==> config.mk <==
export PLATFORM = sky130hd
export DESIGN_NAME = fb_rect_filler
export DESIGN_NICKNAME = d
export VERILOG_FILES = /design/src/rtl/fb_pkg.sv /design/src/rtl/fb_rect_filler.sv
export SDC_FILE = /design/constraint.sdc
export NUM_CORES = 1
export LEC_CHECK = 0
export ABC_CLOCK_PERIOD_IN_PS = 10400
export BUFFER_PORTS_ARGS = -buffer_cell sky130_fd_sc_hd__buf_4
export CORE_MARGIN = 2
export CORE_UTILIZATION = 45
export DETAILED_ROUTE_END_ITERATION = 7
export GPL_ROUTABILITY_DRIVEN = 0
export PLACE_DENSITY = 0.69
export RECOVER_POWER = 100
export SYNTH_ARGS = -nofsm -noshare
export SYNTH_HDL_FRONTEND = slang
export SYNTH_SLANG_ARGS = --single-unit
==> constraint.sdc <==
create_clock -name CLK_SYS -period 10.4 [get_ports CLK_SYS]
set_input_delay 1.56 -clock CLK_SYS [delete_from_list [all_inputs] [get_ports CLK_SYS]]
set_output_delay 1.56 -clock CLK_SYS [all_outputs]
set_load 0.05 [all_outputs]
==> src/rtl/fb_pkg.sv <==
// Shared constants, state encoding and clipping helper for the framebuffer fill engine.
package fb_pkg;

  localparam int FB_WIDTH  = 160;
  localparam int FB_HEIGHT = 120;
  localparam int FB_BASE   = 4096;

  typedef enum logic [2:0] {
    IDLE  = 3'd0,
    SETUP = 3'd1,
    REQ   = 3'd2,
    WRITE = 3'd3,
    GAP   = 3'd4,
    FIN   = 3'd5
  } state_t;

  // Exclusive end coordinate of a span, clamped to the framebuffer edge.
  function automatic logic [8:0] clip_end(input logic [8:0] start,
                                          input logic [8:0] len,
                                          input logic [8:0] limit);
    logic [8:0] span_end;
    span_end = start + len;
    return (span_end > limit) ? limit : span_end;
  endfunction

endpackage

==> src/rtl/fb_rect_filler.sv <==
// Solid-rectangle fill engine: clips a command to the framebuffer and issues one
// CPU-port write strobe per pixel while holding the bus through a REQ/GRANT arbiter.
module fb_rect_filler
  import fb_pkg::*;
#(
  parameter int WRITE_GAP = 0
) (
  input  logic        CLK_SYS,
  input  logic        RESET_N,
  input  logic        CMD_VALID,
  output logic        CMD_READY,
  input  logic [7:0]  CMD_X,
  input  logic [6:0]  CMD_Y,
  input  logic [7:0]  CMD_W,
  input  logic [6:0]  CMD_H,
  input  logic [2:0]  CMD_COLOR,
  output logic        BUS_REQ,
  input  logic        BUS_GRANT,
  output logic [14:0] BUS_ADDR,
  output logic [6:0]  BUS_DATA,
  output logic        BUS_CE_N,
  output logic        BUS_RW,
  output logic        BUSY,
  output logic        DONE
);

  localparam logic [2:0]  GAP_LAST  = (WRITE_GAP > 0) ? 3'(WRITE_GAP - 1) : 3'd0;
  localparam logic [14:0] BASE_ADDR = 15'(FB_BASE);
  localparam logic [14:0] ROW_STEP  = 15'(FB_WIDTH);

  state_t      state;
  logic        setup_phase;
  logic [7:0]  cmd_x;
  logic [6:0]  cmd_y;
  logic [7:0]  cmd_w;
  logic [6:0]  cmd_h;
  logic [2:0]  color;
  logic [8:0]  xe;
  logic [8:0]  ye;
  logic        empty;
  logic [8:0]  x;
  logic [8:0]  y;
  logic [14:0] row_base;
  logic [2:0]  gap_cnt;
  logic [14:0] bus_addr;
  logic [6:0]  bus_data;

  logic        last_col;
  logic        last_row;
  logic [8:0]  x_adv;
  logic [8:0]  y_adv;
  logic [14:0] row_adv;
  logic [14:0] pix_addr;
  logic [14:0] adv_addr;

  // Next-pixel raster step: wrap to the left column and move one row down.
  assign last_col = ((x + 9'd1) == xe);
  assign last_row = ((y + 9'd1) == ye);
  assign x_adv    = last_col ? {1'b0, cmd_x} : (x + 9'd1);
  assign y_adv    = last_col ? (y + 9'd1) : y;
  assign row_adv  = last_col ? (row_base + ROW_STEP) : row_base;
  assign pix_addr = BASE_ADDR + row_base + {6'b0, x};
  assign adv_addr = BASE_ADDR + row_adv + {6'b0, x_adv};

  always_ff @(posedge CLK_SYS or negedge RESET_N) begin
    if (!RESET_N) begin
      state       <= IDLE;
      setup_phase <= 1'b0;
      cmd_x       <= '0;
      cmd_y       <= '0;
      cmd_w       <= '0;
      cmd_h       <= '0;
      color       <= '0;
      xe          <= '0;
      ye          <= '0;
      empty       <= 1'b0;
      x           <= '0;
      y           <= '0;
      row_base    <= '0;
      gap_cnt     <= '0;
      bus_addr    <= '0;
      bus_data    <= '0;
    end else begin
      case (state)
        IDLE: begin
          if (CMD_VALID) begin
            cmd_x       <= CMD_X;
            cmd_y       <= CMD_Y;
            cmd_w       <= CMD_W;
            cmd_h       <= CMD_H;
            color       <= CMD_COLOR;
            setup_phase <= 1'b0;
            state       <= SETUP;
          end
        end
        SETUP: begin
          // Clipped bounds are registered first; the branch uses them a cycle later.
          if (!setup_phase) begin
            xe          <= clip_end({1'b0, cmd_x}, {1'b0, cmd_w}, 9'(FB_WIDTH));
            ye          <= clip_end({2'b0, cmd_y}, {2'b0, cmd_h}, 9'(FB_HEIGHT));
            empty       <= ({1'b0, cmd_x} >= 9'(FB_WIDTH)) || ({2'b0, cmd_y} >= 9'(FB_HEIGHT)) ||
                           (cmd_w == 8'd0) || (cmd_h == 7'd0);
            x           <= {1'b0, cmd_x};
            y           <= {2'b0, cmd_y};
            row_base    <= ({8'b0, cmd_y} << 7) + ({8'b0, cmd_y} << 5);
            setup_phase <= 1'b1;
          end else begin
            state <= empty ? FIN : REQ;
          end
        end
        REQ: begin
          if (BUS_GRANT) begin
            bus_addr <= pix_addr;
            bus_data <= {4'b0, color};
            state    <= WRITE;
          end
        end
        WRITE: begin
          if (!BUS_GRANT) begin
            state <= REQ;
          end else if (last_col && last_row) begin
            state <= FIN;
          end else begin
            x        <= x_adv;
            y        <= y_adv;
            row_base <= row_adv;
            if (WRITE_GAP > 0) begin
              gap_cnt <= 3'd0;
              state   <= GAP;
            end else begin
              bus_addr <= adv_addr;
            end
          end
        end
        GAP: begin
          if (gap_cnt == GAP_LAST) begin
            state <= REQ;
          end else begin
            gap_cnt <= gap_cnt + 3'd1;
          end
        end
        FIN: begin
          state <= IDLE;
        end
        default: begin
          state <= IDLE;
        end
      endcase
    end
  end

  // Strobe is gated by grant directly so a revoked grant never produces a write.
  assign BUS_CE_N  = ~((state == WRITE) && BUS_GRANT);
  assign BUS_REQ   = (state == REQ) || (state == WRITE) || (state == GAP);
  assign BUS_RW    = ~BUS_REQ;
  assign CMD_READY = (state == IDLE);
  assign BUSY      = (state != IDLE);
  assign DONE      = (state == FIN);
  assign BUS_ADDR  = bus_addr;
  assign BUS_DATA  = bus_data;

endmodule

==> impl_metrics.ini, run 1 <==
[status]
status = complete, but fails checks
violations = max-capacitance violations, max-slew violations

[final_layout]
multi_input_area_sq_um = 3870
diodes = 0
nets = 875
ff_latch_area_sq_um = 2600
area_delta_synth_final_pct = 9.84
final-instance-count-excl-fill = 996
nFillCells = 1385
drive_above_1_share = 0.119

[setup_path]
timing.rr.end = BUS_ADDR[11]
cp_data_arrival_time_ns = 5.65
cp_num_buf_inv = 2
worstRegToRegCells = 17
r2r_start = x[0]
r2r_slack_ns = 5.05
critPathRequiredTime_ns = 10.01
crit_top_cell = clkbuf_1
crit_chain = clkbuf_1, clkbuf_1
cp_max_fo = 69
cp_top_family = buffers and inverters
slowest_stage = clkbuf_1
critPathMaxStageDelay_ns = 2.74
crit_type = in -> async
startpoint_type = primary input
cp-end-kind = asynchronous set/reset pin

[floorplan]
core_area_sq_um = 15000
die_h_um = 127
die_x_um = 127
boundaryPins = 65
initial_core_util = 0.456
die_area_sq_um = 16200
std_cell_rows = 45

[global_routing]
grt_max_degree = 70
grt_pass1_vias = 5241
antenna_found_initial = 0
grt_pass1_wl_um = 26500
grt_overflow = 0
grt_util_all_layers = 0.202

[yosys]
yosysMostFrequentCell = dfrtp_1
synth-edff-count = 0
ys_ff_latch = 104
yosys-top-cells-area = dfrtp_1 38%, ha_1 5.8%, mux2_2 5.4%, o21ai_0 4.9%, nand2_1 4.8%
ys_async_sr_fraction = 1.00
synth_area_sq_um = 6850
synth_top_cell_by_area = dfrtp_1
syn_avg_cell_area_sq_um = 8.95
synth_top_area_frac = 0.380
synthCells = 766
yosys_most_used_dff = dfrtp_1
synth-warning-count = 0
yosysSeqAreaShare = 0.380
ys_types = 72
synth_commonest_cells = 104 x dfrtp_1, 87 x nand2_1, 67 x o21ai_0, 60 x a21oi_1, 39 x nor2_1

[route]
postRouteWirelength_um = 16000
drtAntennaViolNets = 0
drtIter0Drc = 389
drtPass1Iterations = 5
post_drt_wl_per_cell_um = 16.0
via_per_inst = 5.67
dr_total_vias = 5652
drcViolationCount = 0

[clock_network]
cts_setup_buffers = 0
clk_pin_slew_ns = 0.07
clk_path_buf_depth = 2
cts_root_buffer = clkbuf_16
htree_levels = 3
clock_sink_count = 104
postCtsHoldBufs = 0
cts_resized = 0
cts_made_buffers = 9
cts_tree = yes
insertion_delay_ns = 0.36

[min_path]
min_to = gap_cnt[2]
min_path_cells = 1
worstHoldStart = gap_cnt[2]
hp-class = reg -> reg

[power_and_ir_drop]
ir_drop_mv = 0.249
p_leak_nw = 3.27
p_total_mw = 2.83
powerDensity_nw_per_um2 = 375

[sta]
maxSlewViolCount = 187
fin_setup_tns_ns = 0
setup_viol = 0
whs_ns = 0.461
final.min_clock_period_ns = 6.05
rsz0062_at_grt = no
finalClockSkew_ns = 0.00440
fmax_ghz = 0.165
max-slew-margin-rel = -1.50
period_share = 0.581
hold_viol_final = 0
worst-slew-pin-transition_ns = 3.76

[job]
maxCapViolations = 5

[placed_design]
hpwlAfterDp_um = 11400
place.port_buffers = 60
placed_cells = 980
[placed cells by master (no fill, tap or decap), types with 6 or more instances in the layout]
| cell type | instances |
|---|---|
| inv_1 | 37 |
| or3_1 | 7 |
| and3_1 | 8 |
| nor2b_1 | 6 |
| nor3_1 | 12 |
| a21o_1 | 11 |
| nand2_1 | 87 |
| nand3_1 | 26 |
| o31ai_1 | 7 |
| xor2_1 | 23 |
| a31oi_1 | 9 |
| nand4_1 | 8 |
| xnor2_1 | 37 |
| clkbuf_1 | 32 |
| mux2_2 | 33 |
| a21oi_1 | 61 |
| buf_4 | 36 |
| o21a_1 | 6 |
| o21ai_0 | 70 |
| dfrtp_1 | 104 |
| nor4_1 | 7 |
| nor2_1 | 38 |
| ha_1 | 32 |
| o211ai_1 | 7 |
| clkbuf_16 | 9 |
[per-layer routing]
layer | wire (um) | part of all wire | GRT usage
met5 | 0 | 0 | 0
met1 | 7960 | 0.50 | 0.300
met4 | 291 | 0.018 | 0.0782
met3 | 924 | 0.058 | 0.0377
met2 | 6780 | 0.42 | 0.289
[cell type report]
| type | count | share of cell area |
|---|---|---|
| Clock buffer | 11 | 0.0322 |
| Clock inverter | 5 | 0.00632 |
| Inverter | 37 | 0.0185 |
| Multi-Input combinational cell | 583 | 0.514 |
| Sequential cell | 104 | 0.346 |
| Tap cell | 188 | 0.0313 |
| Timing Repair Buffer | 68 | 0.0524 |
[where the power goes]
part           total, mW  switching [mW]  internal [mW]  leakage (nW)
Sequential         0.854           0.260          0.594          1.25
Combinational       1.63           0.973          0.659          1.88
Clock              0.340           0.166          0.174         0.140
[worst max path at each step]
stage | start | endpoint | slack [ns] | cells after the start
2_1_floorplan | x[1] | BUS_ADDR[11] | 5.95 | 20
3_3_place_gp | x[0] | BUS_ADDR[11] | 5.55 | 17
3_5_place_dp | x[0] | BUS_ADDR[11] | 5.41 | 17
4_1_cts | x[0] | BUS_ADDR[11] | 5.40 | 17
5_1_grt | RESET_N | BUS_ADDR[1] | 3.19 | 2
6_report | RESET_N | BUS_ADDR[6] | 4.35 | 2
[worst reg2reg max path, cell delays in order (launching register included)]
cell	delay, ns
dfrtp_1	0.54
ha_1	0.44
nand3_1	0.21
xnor2_1	0.23
o211ai_1	0.15
or4_1	0.84
o21ai_0	0.49
inv_1	0.09
ha_1	0.22
a21o_1	0.26
maj3_1	0.35
a21oi_1	0.44
nor2_1	0.08
o21ai_0	0.18
o31ai_1	0.09
o31ai_1	0.29
xnor2_1	0.09
mux2_2	0.26
[logic make-up (layout without fill, tap and decap cells)]
| kind of cell | Yosys count | after routing | synth area share |
|---|---|---|---|
| compound gates | 217 | 217 | 0.197 |
| xor+xnor | 61 | 61 | 0.0791 |
| fa+ha+maj | 37 | 37 | 0.0703 |
| buf+inv | 82 | 121 | 0.0553 |
| flops | 104 | 104 | 0.380 |
| mux | 35 | 35 | 0.0571 |
| other cells | 1 | 4 | 0.000547 |
| simple gates | 229 | 229 | 0.161 |
[registers in the layout (all words and copies together) (netlist names)]
register	cells
cmd_y	7
cmd_x	8
y	9
setup_phase	1
row_base	10
color	3
BUS_DATA	3
cmd_h	7
x	9
empty	1
gap_cnt	3
xe	9
cmd_w	8
BUS_ADDR	15
ye	8
state	3
[metrics by stage]
step / setup WS [ns] / util / area [sq um]
floorplan: 5.95 / - / 6860
global placement: 5.55 / 0.491 / 7380
detailed placement: 5.41 / 0.491 / 7380
CTS: 5.40 / 0.510 / 7670
global route: 3.19 / 0.501 / 7530
finish: 4.35 / 0.501 / 7530
Power figures use the tool's default switching activity.
==> run 2, diff against run 1 <==
--- a/config.mk
+++ b/config.mk
@@ -5,7 +5,8 @@
 export SDC_FILE = /design/constraint.sdc
 export NUM_CORES = 1
 export LEC_CHECK = 0
-export ABC_CLOCK_PERIOD_IN_PS = 10400
+export ABC_AREA = 1
+export ABC_CLOCK_PERIOD_IN_PS = 5700
 export BUFFER_PORTS_ARGS = -buffer_cell sky130_fd_sc_hd__buf_4
 export CORE_MARGIN = 2
 export CORE_UTILIZATION = 45
==> constraint.sdc (replaced) <==
create_clock -name CLK_SYS -period 5.7 [get_ports CLK_SYS]
set_input_delay 0.855 -clock CLK_SYS [delete_from_list [all_inputs] [get_ports CLK_SYS]]
set_output_delay 0.855 -clock CLK_SYS [all_outputs]
set_load 0.05 [all_outputs]
==> run 2 against run 1 <==
The flow still finishes with violations (max-capacitance violations, max-slew violations). Register-to-register slack lost 3.3 ns. Die area fell by 0.99%. Sequential power rose by 64%. Wire length increased by 3.8%. Hold slack gained 0.011 ns. Via count grew 7.7%. Core utilization up 1.3 points. Final area about the same. Combinational power increased by 65%. Setup slack lost 2.6 ns. Clock power is 76% higher.
==> impl_metrics.ini, run 2 <==
[status]
status = complete, but fails checks
violations = max-capacitance violations, max-slew violations

[setup_path]
cp_max_fo = 12
critPathMaxStageDelay_ns = 0.46
r2r_slack_ns = 1.79
crit_chain = ha_1, nand2_1, clkinv_1, nand3_1, nand3_1, nand2_2, inv_1, nor2_2, nand4_1, inv_1, nand2_1, o21ai_0, ha_1, nand2_1, inv_1, nor2_1, inv_1, nand2_1, nand2_1, nand2_1, nand3_1, a21oi_1, a21oi_1
cp-end-kind = register
timing.rr.end = BUS_ADDR[14]
r2r_start = x[0]
worstSetupPathDepth = 23
cp_num_buf_inv = 5
startpoint = x[0]
startpoint_type = register
crit_top_cell = nand2_1
cp_top_family = simple AND/OR/NAND/NOR gates
worstRegToRegCells = 23
cp_data_arrival_time_ns = 4.14
crit_type = reg -> reg
critPathRequiredTime_ns = 5.93
crit_end = BUS_ADDR[14]
slowest_stage = nand4_1

[floorplan]
core_area_sq_um = 14600
die_h_um = 127
die_area_sq_um = 16100
boundaryPins = 65
initial_core_util = 0.463
die_x_um = 127
std_cell_rows = 44

[sta]
hold_viol_final = 0
rsz0062_at_grt = no
maxSlewViolCount = 101
max-slew-margin-rel = -0.818
whs_ns = 0.472
setup_ws_ns = 1.79
fin_setup_tns_ns = 0
finalClockSkew_ns = 0.00609
setup_viol = 0
period_share = 0.687
fmax_ghz = 0.256
worst-slew-pin-transition_ns = 2.73
final.min_clock_period_ns = 3.91

[route]
via_per_inst = 5.21
drcViolationCount = 0
postRouteWirelength_um = 16600
dr_total_vias = 6087
drtIter0Drc = 390
post_drt_wl_per_cell_um = 14.2
drtAntennaViolNets = 0
drtPass1Iterations = 5

[final_layout]
final-instance-count-excl-fill = 1168
final_common_cell = nand2_1
nets = 1051
fin_area_sq_um = 7520
diodes = 0
drive_above_1_share = 0.0772
layout_common_cells = 254 x nand2_1, 109 x inv_1, 104 x dfrtp_1
post-route-util = 0.514
area_delta_synth_final_pct = 10.9
largest_reg_flops = 15

[clock_network]
clk_pin_slew_ns = 0.07
cts_setup_buffers = 0
cts_root_buffer = clkbuf_16
clock_sink_count = 104
cts_tree = yes
postCtsHoldBufs = 0
cts_resized = 0
htree_levels = 3
clk_path_buf_depth = 2
cts_made_buffers = 9
insertion_delay_ns = 0.35

[yosys]
ys_ff_latch = 104
synth-edff-count = 0
synth-warning-count = 0
synth_commonest_cells = 250 x nand2_1, 107 x inv_1, 104 x dfrtp_1, 99 x nor2_1, 70 x o21ai_0
ys_async_sr_fraction = 1.00
yosys-top-cells-area = dfrtp_1 38%, nand2_1 14%, inv_1 5.9%, ha_1 5.9%, nor2_1 5.5%
synth_top_area_frac = 0.384
synth_top_cell_by_area = dfrtp_1
yosysMostFrequentCell = nand2_1
yosysSeqAreaShare = 0.384
synthCells = 929
ys_types = 48
synth_area_sq_um = 6780
yosys_most_used_dff = dfrtp_1
syn_avg_cell_area_sq_um = 7.30

[power_and_ir_drop]
ir_drop_mv = 0.221
powerDensity_nw_per_um2 = 623
p_leak_nw = 3.74
p_total_mw = 4.69

[global_routing]
grt_util_all_layers = 0.217
grt_overflow = 0
grt_pass1_wl_um = 28200
antenna_found_initial = 0
grt_pass1_vias = 5816
grt_max_degree = 54

[placed_design]
place.port_buffers = 60
dpl_cell_area_sq_um = 7370
pre_cts_ws_ns = 2.13
placed_cells = 1152
hpwlAfterDp_um = 12300

[min_path]
hp-class = reg -> reg
worstHoldStart = color[0]

[job]
maxCapViolations = 2
==> run 2: cell count changes after synthesis, sizes merged, moves of 9 or more <==
cell   change
nand2    +175
inv       +73
nor2      +63
a21oi     -33
mux2      -31
xnor2     -29
nand3     +26
a21o      -10
buf        -9
o21ai      +9
==> run 2: cells by family (layout without fill, tap and decap cells) <==
logic type               after synthesis  count (layout)  synth area share
AND/OR/NAND/NOR                      456             456             0.285
AO/OA/AOI/OAI                        154             154             0.127
buffers and inverters                141             193            0.0843
flip-flops                           104             104             0.384
XOR/XNOR                              36              36            0.0485
adder cells (fa/ha/maj)               35              35            0.0679
multiplexers                           2               2           0.00332
other                                  1               4          0.000553
==> run 2: worst min path at each step <==
stage | endpoint | slack, ns | cells after the start
global placement | color[1] | 0.45 | 2
finish | color[0] | 0.47 | 2
global route | color[0] | 0.49 | 2
floorplan | color[0] | 0.44 | 2
detailed placement | color[0] | 0.46 | 2
CTS | color[0] | 0.48 | 2
==> run 2: final cells by class <==
type,instances,area (sq um)
multi-input cells,687,3600
well taps,184,230
inverters,112,420
flip-flops and latches,104,2600
repair buffers,65,384
fillers,1459,7120
clock buffers,11,253
clock inverters,5,31.3
==> run 2: power breakdown <==
group,switching [mW],leakage [nW],internal (mW),total (mW)
clock,0.280,0.141,0.319,0.599
combinational,1.79,2.32,0.901,2.69
sequential,0.331,1.28,1.07,1.40
==> run 2: routing by layer <==
layer,GRT usage,wire [um],vias to the layer above
met3,0.0274,838,16
met5,0,0,-
met2,0.342,7340,166
met1,0.318,8200,2797
li1,-,-,3108
met4,0.0562,183,0
==> run 2: worst reg2reg max path: cells and delay by family (launching register included) <==
family | cells | cell delay, ns
and+or+nand+nor | 13 | 1.68
buffers and inverters | 5 | 0.71
adders and majority gates | 2 | 0.56
DFF | 1 | 0.45
AOI/OAI and AO/OA | 3 | 0.39
